--- config.mk ---
export PLATFORM = sky130hd
export DESIGN_NAME = aib_avmm_cfg_master_flat
export DESIGN_NICKNAME = d
export VERILOG_FILES = /design/src/rtl/aib_avmm_cfg_master_if.sv /design/src/rtl/aib_avmm_cfg_master.sv /design/src/flat_wrapper.sv
export SDC_FILE = /design/constraint.sdc
export NUM_CORES = 1
export LEC_CHECK = 0
export CORE_MARGIN = 10
export CORE_UTILIZATION = 23
export CTS_BUF_LIST = sky130_fd_sc_hd__clkbuf_8
export CTS_CLUSTER_SIZE = 28
export DETAILED_ROUTE_END_ITERATION = 10
export PLACE_DENSITY = 0.53
export REMOVE_ABC_BUFFERS = 1
export SETUP_SLACK_MARGIN = 0.1
export SYNTH_ARGS = -nofsm -noshare
export SYNTH_HDL_FRONTEND = slang
export SYNTH_SLANG_ARGS = --single-unit
export TNS_END_PERCENT = 50
--- constraint.sdc ---
create_clock -name i_cfg_avmm_clk -period 5.3 [get_ports i_cfg_avmm_clk]
set_input_delay 0.53 -clock i_cfg_avmm_clk [delete_from_list [all_inputs] [get_ports i_cfg_avmm_clk]]
set_output_delay 0.53 -clock i_cfg_avmm_clk [all_outputs]
set_load 0.02 [all_outputs]
--- src/rtl/aib_avmm_cfg_master_if.sv ---
// Command, response and AVMM configuration bus signals for aib_avmm_cfg_master.
// The master modport is the initiator's view; slave is the sequencer/bus-model side.
interface aib_avmm_cfg_master_if #(
  parameter int ADDR_WIDTH = 17
);
  logic                  cmd_valid;
  logic                  cmd_ready;
  logic                  cmd_write;
  logic [ADDR_WIDTH-1:0] cmd_addr;
  logic [3:0]            cmd_byte_en;
  logic [31:0]           cmd_wdata;

  logic                  rsp_valid;
  logic                  rsp_ready;
  logic                  rsp_is_read;
  logic [31:0]           rsp_rdata;
  logic                  rsp_err;

  logic [ADDR_WIDTH-1:0] o_cfg_avmm_addr;
  logic [3:0]            o_cfg_avmm_byte_en;
  logic                  o_cfg_avmm_read;
  logic                  o_cfg_avmm_write;
  logic [31:0]           o_cfg_avmm_wdata;
  logic                  i_cfg_avmm_waitreq;
  logic                  i_cfg_avmm_rdatavld;
  logic [31:0]           i_cfg_avmm_rdata;

  modport master (
    input  cmd_valid, cmd_write, cmd_addr, cmd_byte_en, cmd_wdata,
    output cmd_ready,
    output rsp_valid, rsp_is_read, rsp_rdata, rsp_err,
    input  rsp_ready,
    output o_cfg_avmm_addr, o_cfg_avmm_byte_en, o_cfg_avmm_read,
    output o_cfg_avmm_write, o_cfg_avmm_wdata,
    input  i_cfg_avmm_waitreq, i_cfg_avmm_rdatavld, i_cfg_avmm_rdata
  );

  modport slave (
    output cmd_valid, cmd_write, cmd_addr, cmd_byte_en, cmd_wdata,
    input  cmd_ready,
    input  rsp_valid, rsp_is_read, rsp_rdata, rsp_err,
    output rsp_ready,
    input  o_cfg_avmm_addr, o_cfg_avmm_byte_en, o_cfg_avmm_read,
    input  o_cfg_avmm_write, o_cfg_avmm_wdata,
    output i_cfg_avmm_waitreq, i_cfg_avmm_rdatavld, i_cfg_avmm_rdata
  );
endinterface

--- src/rtl/aib_avmm_cfg_master.sv ---
// AVMM configuration initiator: one command in, one AVMM transfer out, one response back,
// with a per-phase timeout that forces an error response if the channel bus hangs.
module aib_avmm_cfg_master #(
  parameter int ADDR_WIDTH     = 17,
  parameter int TIMEOUT_CYCLES = 255,
  parameter int TO_CNT_WIDTH   = 8
) (
  input logic                    i_cfg_avmm_clk,
  input logic                    i_cfg_avmm_rst_n,
  aib_avmm_cfg_master_if.master  bus
);

  localparam logic [1:0] IDLE    = 2'd0;
  localparam logic [1:0] REQ     = 2'd1;
  localparam logic [1:0] WAIT_RD = 2'd2;
  localparam logic [1:0] RSP     = 2'd3;

  localparam bit                      TO_EN   = (TIMEOUT_CYCLES != 0);
  localparam logic [TO_CNT_WIDTH-1:0] TO_LAST = TO_CNT_WIDTH'(TIMEOUT_CYCLES - 1);

  logic [1:0]              state;
  logic [TO_CNT_WIDTH-1:0] to_cnt;
  logic                    to_hit;

  assign bus.cmd_ready = (state == IDLE);
  assign to_hit        = TO_EN && (to_cnt == TO_LAST);

  always_ff @(posedge i_cfg_avmm_clk or negedge i_cfg_avmm_rst_n) begin
    if (!i_cfg_avmm_rst_n) begin
      state                  <= IDLE;
      to_cnt                 <= '0;
      bus.o_cfg_avmm_addr    <= '0;
      bus.o_cfg_avmm_byte_en <= '0;
      bus.o_cfg_avmm_wdata   <= '0;
      bus.o_cfg_avmm_read    <= 1'b0;
      bus.o_cfg_avmm_write   <= 1'b0;
      bus.rsp_valid          <= 1'b0;
      bus.rsp_is_read        <= 1'b0;
      bus.rsp_rdata          <= '0;
      bus.rsp_err            <= 1'b0;
    end else begin
      case (state)
        IDLE: begin
          if (bus.cmd_valid) begin
            bus.o_cfg_avmm_addr    <= bus.cmd_addr;
            bus.o_cfg_avmm_byte_en <= bus.cmd_byte_en;
            bus.o_cfg_avmm_wdata   <= bus.cmd_wdata;
            bus.o_cfg_avmm_read    <= !bus.cmd_write;
            bus.o_cfg_avmm_write   <= bus.cmd_write;
            to_cnt                 <= '0;
            state                  <= REQ;
          end
        end

        REQ: begin
          if (!bus.i_cfg_avmm_waitreq) begin
            bus.o_cfg_avmm_read  <= 1'b0;
            bus.o_cfg_avmm_write <= 1'b0;
            if (bus.o_cfg_avmm_write) begin
              bus.rsp_valid   <= 1'b1;
              bus.rsp_err     <= 1'b0;
              bus.rsp_rdata   <= '0;
              bus.rsp_is_read <= 1'b0;
              state           <= RSP;
            end else if (bus.i_cfg_avmm_rdatavld) begin
              // Slave may return data on the same edge the request is accepted
              bus.rsp_valid   <= 1'b1;
              bus.rsp_err     <= 1'b0;
              bus.rsp_rdata   <= bus.i_cfg_avmm_rdata;
              bus.rsp_is_read <= 1'b1;
              state           <= RSP;
            end else begin
              to_cnt <= '0;
              state  <= WAIT_RD;
            end
          end else if (to_hit) begin
            bus.o_cfg_avmm_read  <= 1'b0;
            bus.o_cfg_avmm_write <= 1'b0;
            bus.rsp_valid        <= 1'b1;
            bus.rsp_err          <= 1'b1;
            bus.rsp_rdata        <= '0;
            bus.rsp_is_read      <= bus.o_cfg_avmm_read;
            state                <= RSP;
          end else begin
            to_cnt <= to_cnt + TO_CNT_WIDTH'(1);
          end
        end

        WAIT_RD: begin
          if (bus.i_cfg_avmm_rdatavld) begin
            bus.rsp_valid   <= 1'b1;
            bus.rsp_err     <= 1'b0;
            bus.rsp_rdata   <= bus.i_cfg_avmm_rdata;
            bus.rsp_is_read <= 1'b1;
            state           <= RSP;
          end else if (to_hit) begin
            bus.rsp_valid   <= 1'b1;
            bus.rsp_err     <= 1'b1;
            bus.rsp_rdata   <= '0;
            bus.rsp_is_read <= 1'b1;
            state           <= RSP;
          end else begin
            to_cnt <= to_cnt + TO_CNT_WIDTH'(1);
          end
        end

        RSP: begin
          if (bus.rsp_ready) begin
            bus.rsp_valid <= 1'b0;
            state         <= IDLE;
          end
        end

        default: state <= IDLE;
      endcase
    end
  end

endmodule

--- src/flat_wrapper.sv ---
// flat-port wrapper written by rule: the top's interface ports become plain ports
module aib_avmm_cfg_master_flat 
#(
  parameter int ADDR_WIDTH     = 17,
  parameter int TIMEOUT_CYCLES = 255,
  parameter int TO_CNT_WIDTH   = 8
)
  (i_cfg_avmm_clk, i_cfg_avmm_rst_n, bus_cmd_valid, bus_cmd_write, bus_cmd_addr, bus_cmd_byte_en, bus_cmd_wdata, bus_cmd_ready, bus_rsp_valid, bus_rsp_is_read, bus_rsp_rdata, bus_rsp_err, bus_rsp_ready, bus_o_cfg_avmm_addr, bus_o_cfg_avmm_byte_en, bus_o_cfg_avmm_read, bus_o_cfg_avmm_write, bus_o_cfg_avmm_wdata, bus_i_cfg_avmm_waitreq, bus_i_cfg_avmm_rdatavld, bus_i_cfg_avmm_rdata);
  aib_avmm_cfg_master_if #(.ADDR_WIDTH(ADDR_WIDTH)) bus_i ();
  input logic i_cfg_avmm_clk;
  input logic i_cfg_avmm_rst_n;
  input wire logic [$bits(bus_i.cmd_valid)-1:0] bus_cmd_valid;
  input wire logic [$bits(bus_i.cmd_write)-1:0] bus_cmd_write;
  input wire logic [$bits(bus_i.cmd_addr)-1:0] bus_cmd_addr;
  input wire logic [$bits(bus_i.cmd_byte_en)-1:0] bus_cmd_byte_en;
  input wire logic [$bits(bus_i.cmd_wdata)-1:0] bus_cmd_wdata;
  output wire logic [$bits(bus_i.cmd_ready)-1:0] bus_cmd_ready;
  output wire logic [$bits(bus_i.rsp_valid)-1:0] bus_rsp_valid;
  output wire logic [$bits(bus_i.rsp_is_read)-1:0] bus_rsp_is_read;
  output wire logic [$bits(bus_i.rsp_rdata)-1:0] bus_rsp_rdata;
  output wire logic [$bits(bus_i.rsp_err)-1:0] bus_rsp_err;
  input wire logic [$bits(bus_i.rsp_ready)-1:0] bus_rsp_ready;
  output wire logic [$bits(bus_i.o_cfg_avmm_addr)-1:0] bus_o_cfg_avmm_addr;
  output wire logic [$bits(bus_i.o_cfg_avmm_byte_en)-1:0] bus_o_cfg_avmm_byte_en;
  output wire logic [$bits(bus_i.o_cfg_avmm_read)-1:0] bus_o_cfg_avmm_read;
  output wire logic [$bits(bus_i.o_cfg_avmm_write)-1:0] bus_o_cfg_avmm_write;
  output wire logic [$bits(bus_i.o_cfg_avmm_wdata)-1:0] bus_o_cfg_avmm_wdata;
  input wire logic [$bits(bus_i.i_cfg_avmm_waitreq)-1:0] bus_i_cfg_avmm_waitreq;
  input wire logic [$bits(bus_i.i_cfg_avmm_rdatavld)-1:0] bus_i_cfg_avmm_rdatavld;
  input wire logic [$bits(bus_i.i_cfg_avmm_rdata)-1:0] bus_i_cfg_avmm_rdata;
  assign bus_i.cmd_valid = bus_cmd_valid;
  assign bus_i.cmd_write = bus_cmd_write;
  assign bus_i.cmd_addr = bus_cmd_addr;
  assign bus_i.cmd_byte_en = bus_cmd_byte_en;
  assign bus_i.cmd_wdata = bus_cmd_wdata;
  assign bus_cmd_ready = bus_i.cmd_ready;
  assign bus_rsp_valid = bus_i.rsp_valid;
  assign bus_rsp_is_read = bus_i.rsp_is_read;
  assign bus_rsp_rdata = bus_i.rsp_rdata;
  assign bus_rsp_err = bus_i.rsp_err;
  assign bus_i.rsp_ready = bus_rsp_ready;
  assign bus_o_cfg_avmm_addr = bus_i.o_cfg_avmm_addr;
  assign bus_o_cfg_avmm_byte_en = bus_i.o_cfg_avmm_byte_en;
  assign bus_o_cfg_avmm_read = bus_i.o_cfg_avmm_read;
  assign bus_o_cfg_avmm_write = bus_i.o_cfg_avmm_write;
  assign bus_o_cfg_avmm_wdata = bus_i.o_cfg_avmm_wdata;
  assign bus_i.i_cfg_avmm_waitreq = bus_i_cfg_avmm_waitreq;
  assign bus_i.i_cfg_avmm_rdatavld = bus_i_cfg_avmm_rdatavld;
  assign bus_i.i_cfg_avmm_rdata = bus_i_cfg_avmm_rdata;
  aib_avmm_cfg_master #(.ADDR_WIDTH(ADDR_WIDTH), .TIMEOUT_CYCLES(TIMEOUT_CYCLES), .TO_CNT_WIDTH(TO_CNT_WIDTH)) u_core (.i_cfg_avmm_clk(i_cfg_avmm_clk), .i_cfg_avmm_rst_n(i_cfg_avmm_rst_n), .bus(bus_i));
endmodule
==> metrics, run 1 <==
grt ovf=0; fin cells=714; drt total wl=12300 um; post-cts sizing count=0; met3 Use GR=0.0405; Clock Path Buffers=2; period utilization=0.455; vias per inst=4.40; post-synthesis async set-or-reset flop share=1.00; DP HPWL=9190 um; Die Ht=154 um; mean post-synth cell area=14.0 um2; R2R Setup Slk=2960 ps; status=complete, no violations; Post-CTS Setup Inserts=0; ys flop type=dfrtp_1; most common cell after layout, fill and taps aside=clkdlybuf4s50_1; initial core utilization=0.233; crit path max-delay cell type=clkdlybuf4s50_1; Crit Path Category=reg2out; RSZ-0062 raised after global routing=false; Yosys top cell by area=dfrtp_1; Max stage delay on crit path=660 ps; vias in the first global route=3410; overall track demand over capacity in global routing=0.103; Crit Path Max Fanout=6; Least-Margin Pin Slew=915 ps; Core Area=17800 um2; initial antenna violation count=0; Nets=579; critical path capture point type=primary output; Clock Sink Count=100; Max H-tree Level=3; cts bufs inserted=9; clock latency on the worst-skew pair=370 ps; Chip Width=154 um; endpoints failing setup=0; Avg WL per Cell=17.2 um; Detail Route Antenna Nets=0; Slew Limit Fails=0; Synth Register Bits=100; yosys warns=0; Distinct cells, synth=40; # rows=49; EDFF count, synth=0; Worst Path Required=4770 ps; total power=0.00381 W; CTS Hold Buffers Added=0; minimum clock period=2410 ps; TritonCTS clock tree=yes; Worst-path clk slew=100 ps; max-capacitance violation count=0; Via Count=3141; IO buf count=182; f_max=0.415 GHz; hold_ws=222 ps; TritonRoute pass-1 iters=4; mapped cell area=4160 um2; Final Hold Vio Count=0; worst vdd ir=0.000228 V; pin count of the biggest net entering global routing=60; layout cells sized above 1=0.169; GP Congestion=0.758; Critical Path AT=1880 ps; Max-slew headroom=0.388; clock root buffer=clkbuf_8; startpoint types=flop; Placed Cells=698; CP cell instances=inv_1, ha_1, clkdlybuf4s50_1; met1 Resource Use GR=0.115; Area Growth Syn to Fin=54.0%; DRT iter0 DRCs=126; Placed Area=6200 um2; met2 Use GR=0.174; GRT busiest layer=met2; ant diodes=0; TNS Setup=0 ps; post-synthesis sequential area ratio=0.602; Die ar.=23800 um2; commonest non-fill, non-tap cells in the layout=clkdlybuf4s50_1, dfrtp_1, mux2_2; post-route cell area=6400 um2; first-pass GRT wire length=19800 um; Setup Skew=7.06 ps; leakage power=2.63 nW; # IOs=183; share of the synthesized area in the top cell type=0.602; # DRC=0; Post-Synthesis Cells=297; pwr dens=595 nW/um2; worst min path class=in2async; Area contributors post-synth=dfrtp_1, mux2_2, a22o_1
## per-layer routing
metal / up-vias / routed length, um / share of wire
li1: 1474 / - / -
met1: 1570 / 4830 / 0.39
met2: 90 / 6400 / 0.52
met3: 7 / 923 / 0.075
met4: 0 / 140 / 0.011
met5: - / 0 / 0
## cells in the mapped netlist, types with 2 or more instances
| cell | number |
|---|---|
| nand2b_1 | 5 |
| o21ai_1 | 4 |
| nor4_1 | 5 |
| buf_4 | 6 |
| a22o_1 | 34 |
| nor4b_1 | 3 |
| o21ai_0 | 9 |
| nand2_1 | 11 |
| o2bb2ai_1 | 2 |
| nor2_1 | 5 |
| mux2_2 | 53 |
| o21a_1 | 4 |
| nand3_1 | 2 |
| ha_1 | 7 |
| inv_1 | 7 |
| a21oi_1 | 9 |
| dfrtp_1 | 100 |
| a21o_1 | 2 |
| and3_1 | 2 |
| buf_2 | 6 |
| o2111a_1 | 2 |
## stage by stage
stage	setup slack (ps)	util
3_3_place_gp	2690	0.348
3_5_place_dp	2640	0.348
2_1_floorplan	2780	-
4_1_cts	2840	0.359
6_report	2890	0.359
5_1_grt	2740	0.359
## layout make-up
cell class              count  area (um2)
clock buffers               9         124
flip-flops and latches    100        2500
fillers                  1714       11400
well taps                 229         287
repair buffers            185        1840
multi-input cells         177        1540
inverters                   7        26.3
clock inverters             7        75.1
## worst max-delay path, delay by kind of cell (launching register included)
kind	cells	cell delay [ps]
buf+inv	2	770
flops	1	460
fa+ha+maj	1	290
## power breakdown
part,switching (W),internal (W),total (W)
Sequential,0.000183,0.00110,0.00129
Clock,0.000283,0.000221,0.000504
Combinational,0.000988,0.00103,0.00202
## registers in the layout (all words and copies together) (netlist names)
name	count
u_core.bus.rsp_rdata	32
u_core.to_cnt	8
u_core.bus.rsp_valid	1
u_core.bus.o_cfg_avmm_write	1
u_core.bus.o_cfg_avmm_addr	17
u_core.state	2
u_core.bus.o_cfg_avmm_wdata	32
u_core.bus.o_cfg_avmm_byte_en	4
u_core.bus.o_cfg_avmm_read	1
u_core.bus.rsp_is_read	1
u_core.bus.rsp_err	1
## final timing paths
check | startpoint | end | cells past startpoint
setup reg to reg | u_core.state[1]$_DFFE_PN0P_ | u_core.bus.rsp_rdata[25]$_DFFE_PN0P_ | 6
min in group i_cfg_avmm_clk | u_core.bus.o_cfg_avmm_wdata[30]$_DFFE_PN0P_ | u_core.bus.o_cfg_avmm_wdata[30]$_DFFE_PN0P_ | 1
setup / recovery | u_core.state[1]$_DFFE_PN0P_ | bus_cmd_ready | 3
hold reg to reg | u_core.bus.o_cfg_avmm_wdata[30]$_DFFE_PN0P_ | u_core.bus.o_cfg_avmm_wdata[30]$_DFFE_PN0P_ | 1
max in group asynchronous | i_cfg_avmm_rst_n | u_core.bus.rsp_rdata[20]$_DFFE_PN0P_ | 2
hold / removal | i_cfg_avmm_rst_n | u_core.bus.rsp_rdata[30]$_DFFE_PN0P_ | 1
## cells by family after synthesis
family,synth area share
AO/OA/AOI/OAI,0.141
adder cells (fa/ha/maj),0.0211
buffers and inverters,0.0271
flip-flops,0.602
multiplexers,0.146
AND/OR/NAND/NOR,0.0620
(Power assumes the default switching activity.)
==> run 2: changes to the inputs <==
==> constraint.sdc (replaced) <==
create_clock -name i_cfg_avmm_clk -period 2.4 [get_ports i_cfg_avmm_clk]
set_input_delay 0.24 -clock i_cfg_avmm_clk [delete_from_list [all_inputs] [get_ports i_cfg_avmm_clk]]
set_output_delay 0.24 -clock i_cfg_avmm_clk [all_outputs]
set_load 0.02 [all_outputs]
==> metrics, run 2 (synthesized netlist as in run 1, its figures left out) <==
status=complete, no violations; post-route cell area=6500 um2 (+1.6%); overall track demand over capacity in global routing=0.103 (+0.000261); Final Hold Vio Count=0 (unchanged); Regs by FF count=u_core.bus.o_cfg_avmm_wdata: 32 flops, u_core.bus.rsp_rdata: 32 flops, u_core.bus.o_cfg_avmm_addr: 17 flops; Max-slew headroom=0.629 (+0.241); DP HPWL=9330 um (+1.5%); leakage power=2.68 nW (+1.9%); endpoints failing setup=0 (unchanged); IO buf count=182 (unchanged); Nets=582 (+0.52%); Max H-tree Level=3 (unchanged); crit path max-delay cell type=or3_1; # IOs=183 (unchanged); Fillers=1719 (+0.29%); max-capacitance violation count=0 (unchanged); Worst-path clk slew=90 ps (about the same); Setup WS post-layout=224 ps (-2670 ps); Least-Margin Pin Slew=555 ps (-360 ps); Crit Path Max Fanout=16 (+10); # rows=49 (unchanged); period utilization=0.906; Crit Path Category=reg2reg; DRT iter0 DRCs=162 (+29%); grt ovf=0 (unchanged); pin count of the biggest net entering global routing=62 (+3.3%); Die ar.=23800 um2 (unchanged); worst vdd ir=0.000582 V (+160%); TritonRoute pass-1 iters=4 (unchanged); Worst Path Required=2700 ps (-2070 ps); Worst R2R End=u_core.bus.rsp_rdata[17]$_DFFE_PN0P_; Post-CTS Setup Inserts=0 (unchanged); initial antenna violation count=0 (unchanged); startpoint types=flop; ant diodes=0 (unchanged); Clock Sink Count=100 (unchanged); Critical Path AT=2480 ps (+600 ps); minimum clock period=2180 ps; Clock Path Buffers=2 (unchanged); Setup Skew=11.1 ps (+4.01 ps); TNS Setup=0 ps (unchanged); commonest non-fill, non-tap cells in the layout=clkdlybuf4s50_1, dfrtp_1, mux2_2; initial core utilization=0.233 (unchanged); Area Growth Syn to Fin=56.4%; Chip Width=154 um (unchanged); drt total wl=12700 um (+3.0%); RR Startpoint=u_core.state[0]$_DFFE_PN0P_; Core Area=17800 um2 (unchanged); register area=2500 um2 (unchanged); worst min path class=in2async; worst slack, placed=52.6 ps (-2590 ps); critical path depth in cells=5 (+2); critical path endpoint=u_core.bus.rsp_rdata[17]$_DFFE_PN0P_; layout cells sized above 1=0.172 (+0.00341); Top delay family on crit path=compound AO/OA/AOI/OAI gates; RSZ-0062 raised after global routing=false; Detail Route Antenna Nets=0 (unchanged); first-pass GRT wire length=19800 um (+0.24%); Placed Area=6230 um2 (+0.52%); R2R Setup Slk=220 ps (-2740 ps); clock latency on the worst-skew pair=370 ps (about the same); Die Ht=154 um (unchanged); Critical Path Source=u_core.state[0]$_DFFE_PN0P_; number of cells on the worst reg-to-reg path=5 (-1); CP cell instances=inv_1, ha_1, or3_1, a21boi_4, a22o_1; vias per inst=4.48 (+1.9%); Via Count=3211 (+2.2%); f_max=0.460 GHz; vias in the first global route=3498 (+2.6%); footprint of the multi-input gates=1560 um2 (+1.4%); pwr dens=1340 nW/um2 (+120%); Max stage delay on crit path=550 ps (-110 ps); Avg WL per Cell=17.7 um (+2.7%); cts bufs inserted=9 (unchanged); TritonCTS clock tree=yes; Slew Limit Fails=0 (unchanged); clock root buffer=clkbuf_8; critical path capture point type=flop; CP Buf/Inv Count=1 (-1); most common cell after layout, fill and taps aside=clkdlybuf4s50_1; # DRC=0 (unchanged); GP Congestion=0.787 (+3.9%)
[run 2: where the power goes]
| group | leakage (nW) | internal (W) | switching, W |
|---|---|---|---|
| clock network | 0.116 | 0.000689 | 0.000599 |
| registers | 1.23 | 0.00244 | 0.000418 |
| logic | 1.34 | 0.00232 | 0.00223 |
| total | 2.68 | 0.00544 | 0.00325 |
[run 2: how the worst min path moves through the flow]
stage / startpoint / end / slack, ps
5_1_grt: i_cfg_avmm_rst_n / u_core.bus.rsp_rdata[21]$_DFFE_PN0P_ / 430
6_report: i_cfg_avmm_rst_n / u_core.bus.rsp_rdata[21]$_DFFE_PN0P_ / 420
3_5_place_dp: i_cfg_avmm_rst_n / u_core.bus.rsp_rdata[21]$_DFFE_PN0P_ / 270
2_1_floorplan: i_cfg_avmm_rst_n / u_core.bus.o_cfg_avmm_addr[0]$_DFFE_PN0P_ / -60
3_3_place_gp: i_cfg_avmm_rst_n / u_core.bus.rsp_rdata[26]$_DFFE_PN0P_ / 270
4_1_cts: i_cfg_avmm_rst_n / u_core.bus.rsp_rdata[16]$_DFFE_PN0P_ / 430
[run 2: cell type report]
class,count,area share
Tap cell,229,0.0441
Sequential cell,100,0.385
Inverter,7,0.00404
Timing Repair Buffer,187,0.290
Multi-Input combinational cell,178,0.241
Clock inverter,6,0.0171
Clock buffer,9,0.0191
[run 2: worst reg2reg max path, stage by stage, from the launching register on]
cell and delay (ps):
dfrtp_1 410, inv_1 100, ha_1 300, or3_1 550, a21boi_4 530, a22o_1 230
[run 2: routing by layer]
| metal | wire length (um) | track usage |
|---|---|---|
| met2 | 6530 | 0.176 |
| met5 | 0 | 0 |
| met3 | 802 | 0.0369 |
| met1 | 5190 | 0.117 |
| met4 | 140 | 0.0369 |
[run 2: timing repair]
item	in CTS	in global routing
resized for setup	0	2
hold buffers	1	0
endpoints found under the setup margin	11	16
gates cloned	1	0
endpoints found under the hold margin	100	0
[run 2: through the flow]
step / util / cells / hold slack (ps) / total power, W
6_report: 0.364 / 716 / 417 / 0.00869
5_1_grt: 0.364 / 716 / 431 / 0.00921
4_1_cts: 0.364 / 716 / 426 / 0.00882
3_5_place_dp: 0.349 / 699 / 272 / 0.00745
3_3_place_gp: 0.349 / 699 / 268 / 0.00736
2_1_floorplan: - / 284 / -55.6 / 0.00522
==> run 3: changes to the inputs <==
--- a/config.mk
+++ b/config.mk
@@ -5,7 +5,7 @@
 export SDC_FILE = /design/constraint.sdc
 export NUM_CORES = 1
 export LEC_CHECK = 0
-export CORE_MARGIN = 10
+export CORE_MARGIN = 1.5
 export CORE_UTILIZATION = 23
 export CTS_BUF_LIST = sky130_fd_sc_hd__clkbuf_8
 export CTS_CLUSTER_SIZE = 28
==> metrics, run 3 (synthesized netlist as in run 1, its figures left out) <==
status=complete, no violations; CP cell instances=inv_1, ha_2, or3_1, a21boi_4, a22o_1; grt ovf=0 (unchanged); cts bufs inserted=9 (unchanged); # DRC=0 (unchanged); pwr dens=1300 nW/um2 (-2.8%); clock root buffer=clkbuf_8; max-capacitance violation count=0 (unchanged); Slew Limit Fails=0 (unchanged); layout cells sized above 1=0.174 (+0.00170); Worst Path Required=2710 ps (about the same); f_max=0.455 GHz (-1.1%); vias per inst=4.44 (-0.96%); endpoints failing setup=0 (unchanged); Avg WL per Cell=15.6 um (-12%); Crit Path Max Fanout=32 (+16); initial antenna violation count=0 (unchanged); Clk pwr share=0.129 (-0.019); commonest non-fill, non-tap cells in the layout=clkdlybuf4s50_1, dfrtp_1, mux2_2; Max H-tree Level=3 (unchanged); RR Startpoint=u_core.state[0]$_DFFE_PN0P_; clock latency on the worst-skew pair=370 ps (about the same); TritonRoute pass-1 iters=4 (unchanged); initial core utilization=0.238 (+0.00485); Least-Margin Pin Slew=876 ps (+321 ps); Clock Sink Count=100 (unchanged); Final Hold Vio Count=0 (unchanged); Area Growth Syn to Fin=55.1%; worst vdd ir=0.000482 V (-17%); Chip Width=137 um (-11%); drt total wl=11100 um (-12%); Sw Share=0.374 (about the same); # rows=48 (-2.0%); Die Ht=137 um (-11%); fin cells=713 (-0.42%); Critical Path Source=u_core.state[0]$_DFFE_PN0P_; first-pass GRT wire length=17500 um (-12%); Post-CTS Setup Inserts=0 (unchanged); overall track demand over capacity in global routing=0.122 (+0.0188); Max-slew headroom=0.415 (-0.214); total power=0.00838 W (-3.6%); RSZ-0062 raised after global routing=true; # IOs=183 (unchanged); Setup Skew=8.22 ps (-2.85 ps); IO buf count=182 (unchanged); Core Area=17500 um2 (-2.0%); period utilization=0.916 (+0.00990); startpoint types=flop; Via Count=3167 (-1.4%); Comb pwr share=0.530 (+0.007); crit path max-delay cell type=a21boi_4; Worst-path clk slew=90 ps (about the same); worst slack, placed=118 ps (+65.8 ps); Pint=0.00525 W (-3.6%); Setup WS post-layout=201 ps (-23.8 ps); ant diodes=0 (unchanged); most common cell after layout, fill and taps aside=clkdlybuf4s50_1; TritonCTS clock tree=yes; Max stage delay on crit path=710 ps (+160 ps); Placed Cells=696 (-0.43%); minimum clock period=2200 ps (+23.8 ps); leakage power=2.67 nW (-0.57%); vias in the first global route=3396 (-2.9%); Nets=582 (unchanged); Seq pwr share=0.341 (+0.012); Detail Route Antenna Nets=0 (unchanged); Regs by FF count=u_core.bus.o_cfg_avmm_wdata: 32 flops, u_core.bus.rsp_rdata: 32 flops, u_core.bus.o_cfg_avmm_addr: 17 flops; pin count of the biggest net entering global routing=55 (-11%); Crit Path Category=reg2reg; DRT iter0 DRCs=106 (-35%); sw power=0.00313 W (-3.6%); Die ar.=18900 um2 (-21%); GP Congestion=0.810 (+2.9%); DP HPWL=8090 um (-13%); Critical Path AT=2510 ps (+30 ps); critical path capture point type=flop; Finished Core Util=0.369 (+0.00451); worst min path class=in2async; Clock Path Buffers=2 (unchanged)
-- run 3: changes by cell type in the layout (fill, tap and decap cells not counted), moves of 2 or more --
cell	delta
bufinv_16	-2
inv_1	+2
ha_1	-2
ha_2	+2
-- run 3: worst paths after layout --
check / endpoint / slack (ps) / depth (start not counted)
max: u_core.bus.rsp_rdata[14]$_DFFE_PN0P_ / 200 / 5
min: u_core.bus.o_cfg_avmm_wdata[6]$_DFFE_PN0P_ / 420 / 2
max reg2reg: u_core.bus.rsp_rdata[14]$_DFFE_PN0P_ / 200 / 5
min reg2reg: u_core.bus.o_cfg_avmm_wdata[26]$_DFFE_PN0P_ / 510 / 1
max in group asynchronous: u_core.bus.rsp_rdata[27]$_DFFE_PN0P_ / 1250 / 3
min in group i_cfg_avmm_clk: u_core.bus.rsp_rdata[11]$_DFFE_PN0P_ / 460 / 2
-- run 3: power by group through the flow --
stage | logic [W] | clock network [W] | registers (W)
6_report | 0.00444 | 0.00108 | 0.00285
5_1_grt | 0.00474 | 0.00123 | 0.00296
4_1_cts | 0.00450 | 0.00115 | 0.00286
3_5_place_dp | 0.00449 | 0 | 0.00288
3_3_place_gp | 0.00444 | 0 | 0.00287
2_1_floorplan | 0.00148 | 0 | 0.00374
-- run 3: routing by layer --
metal | up-vias | wire (um) | part of all wire | track usage
li1 | 1471 | - | - | -
met1 | 1566 | 4590 | 0.41 | 0.143
met4 | 0 | 301 | 0.027 | 0.0614
met2 | 112 | 5500 | 0.49 | 0.200
met5 | - | 0 | 0 | 0
met3 | 18 | 731 | 0.066 | 0.0405
-- run 3: area by class of cell --
| class | count | area, um2 |
|---|---|---|
| clock buffer | 10 | 138 |
| clock inverter | 6 | 56.3 |
| fill | 1655 | 11000 |
| inverter | 7 | 26.3 |
| multi-input combinational | 177 | 1550 |
| sequential | 100 | 2500 |
| tap | 225 | 282 |
| timing repair buffer | 188 | 1890 |
-- run 3: critical path: cells and delay by family, from the launching register on --
| family | cells | cell delay [ps] |
|---|---|---|
| AND/OR/NAND/NOR | 1 | 430 |
| adder cells (fa/ha/maj) | 1 | 240 |
| buffers and inverters | 1 | 100 |
| flip-flops | 1 | 410 |
| AO/OA/AOI/OAI | 2 | 950 |
-- run 3: stage by stage --
| step | hold slack [ps] | TNS, ps | cell area [um2] |
|---|---|---|---|
| after CTS | 428 | 0 | 6440 |
| after floorplan | -55.6 | -6170 | 4070 |
| after global routing | 430 | 0 | 6440 |
| after global placement | 301 | 0 | 6230 |
| final | 424 | 0 | 6440 |
| after detailed placement | 311 | 0 | 6230 |
-- run 3: timing repair --
item	in CTS	in global routing
endpoints found under the setup margin	0	32
resized for setup	0	3
hold buffers	1	0
endpoints found under the hold margin	46	0
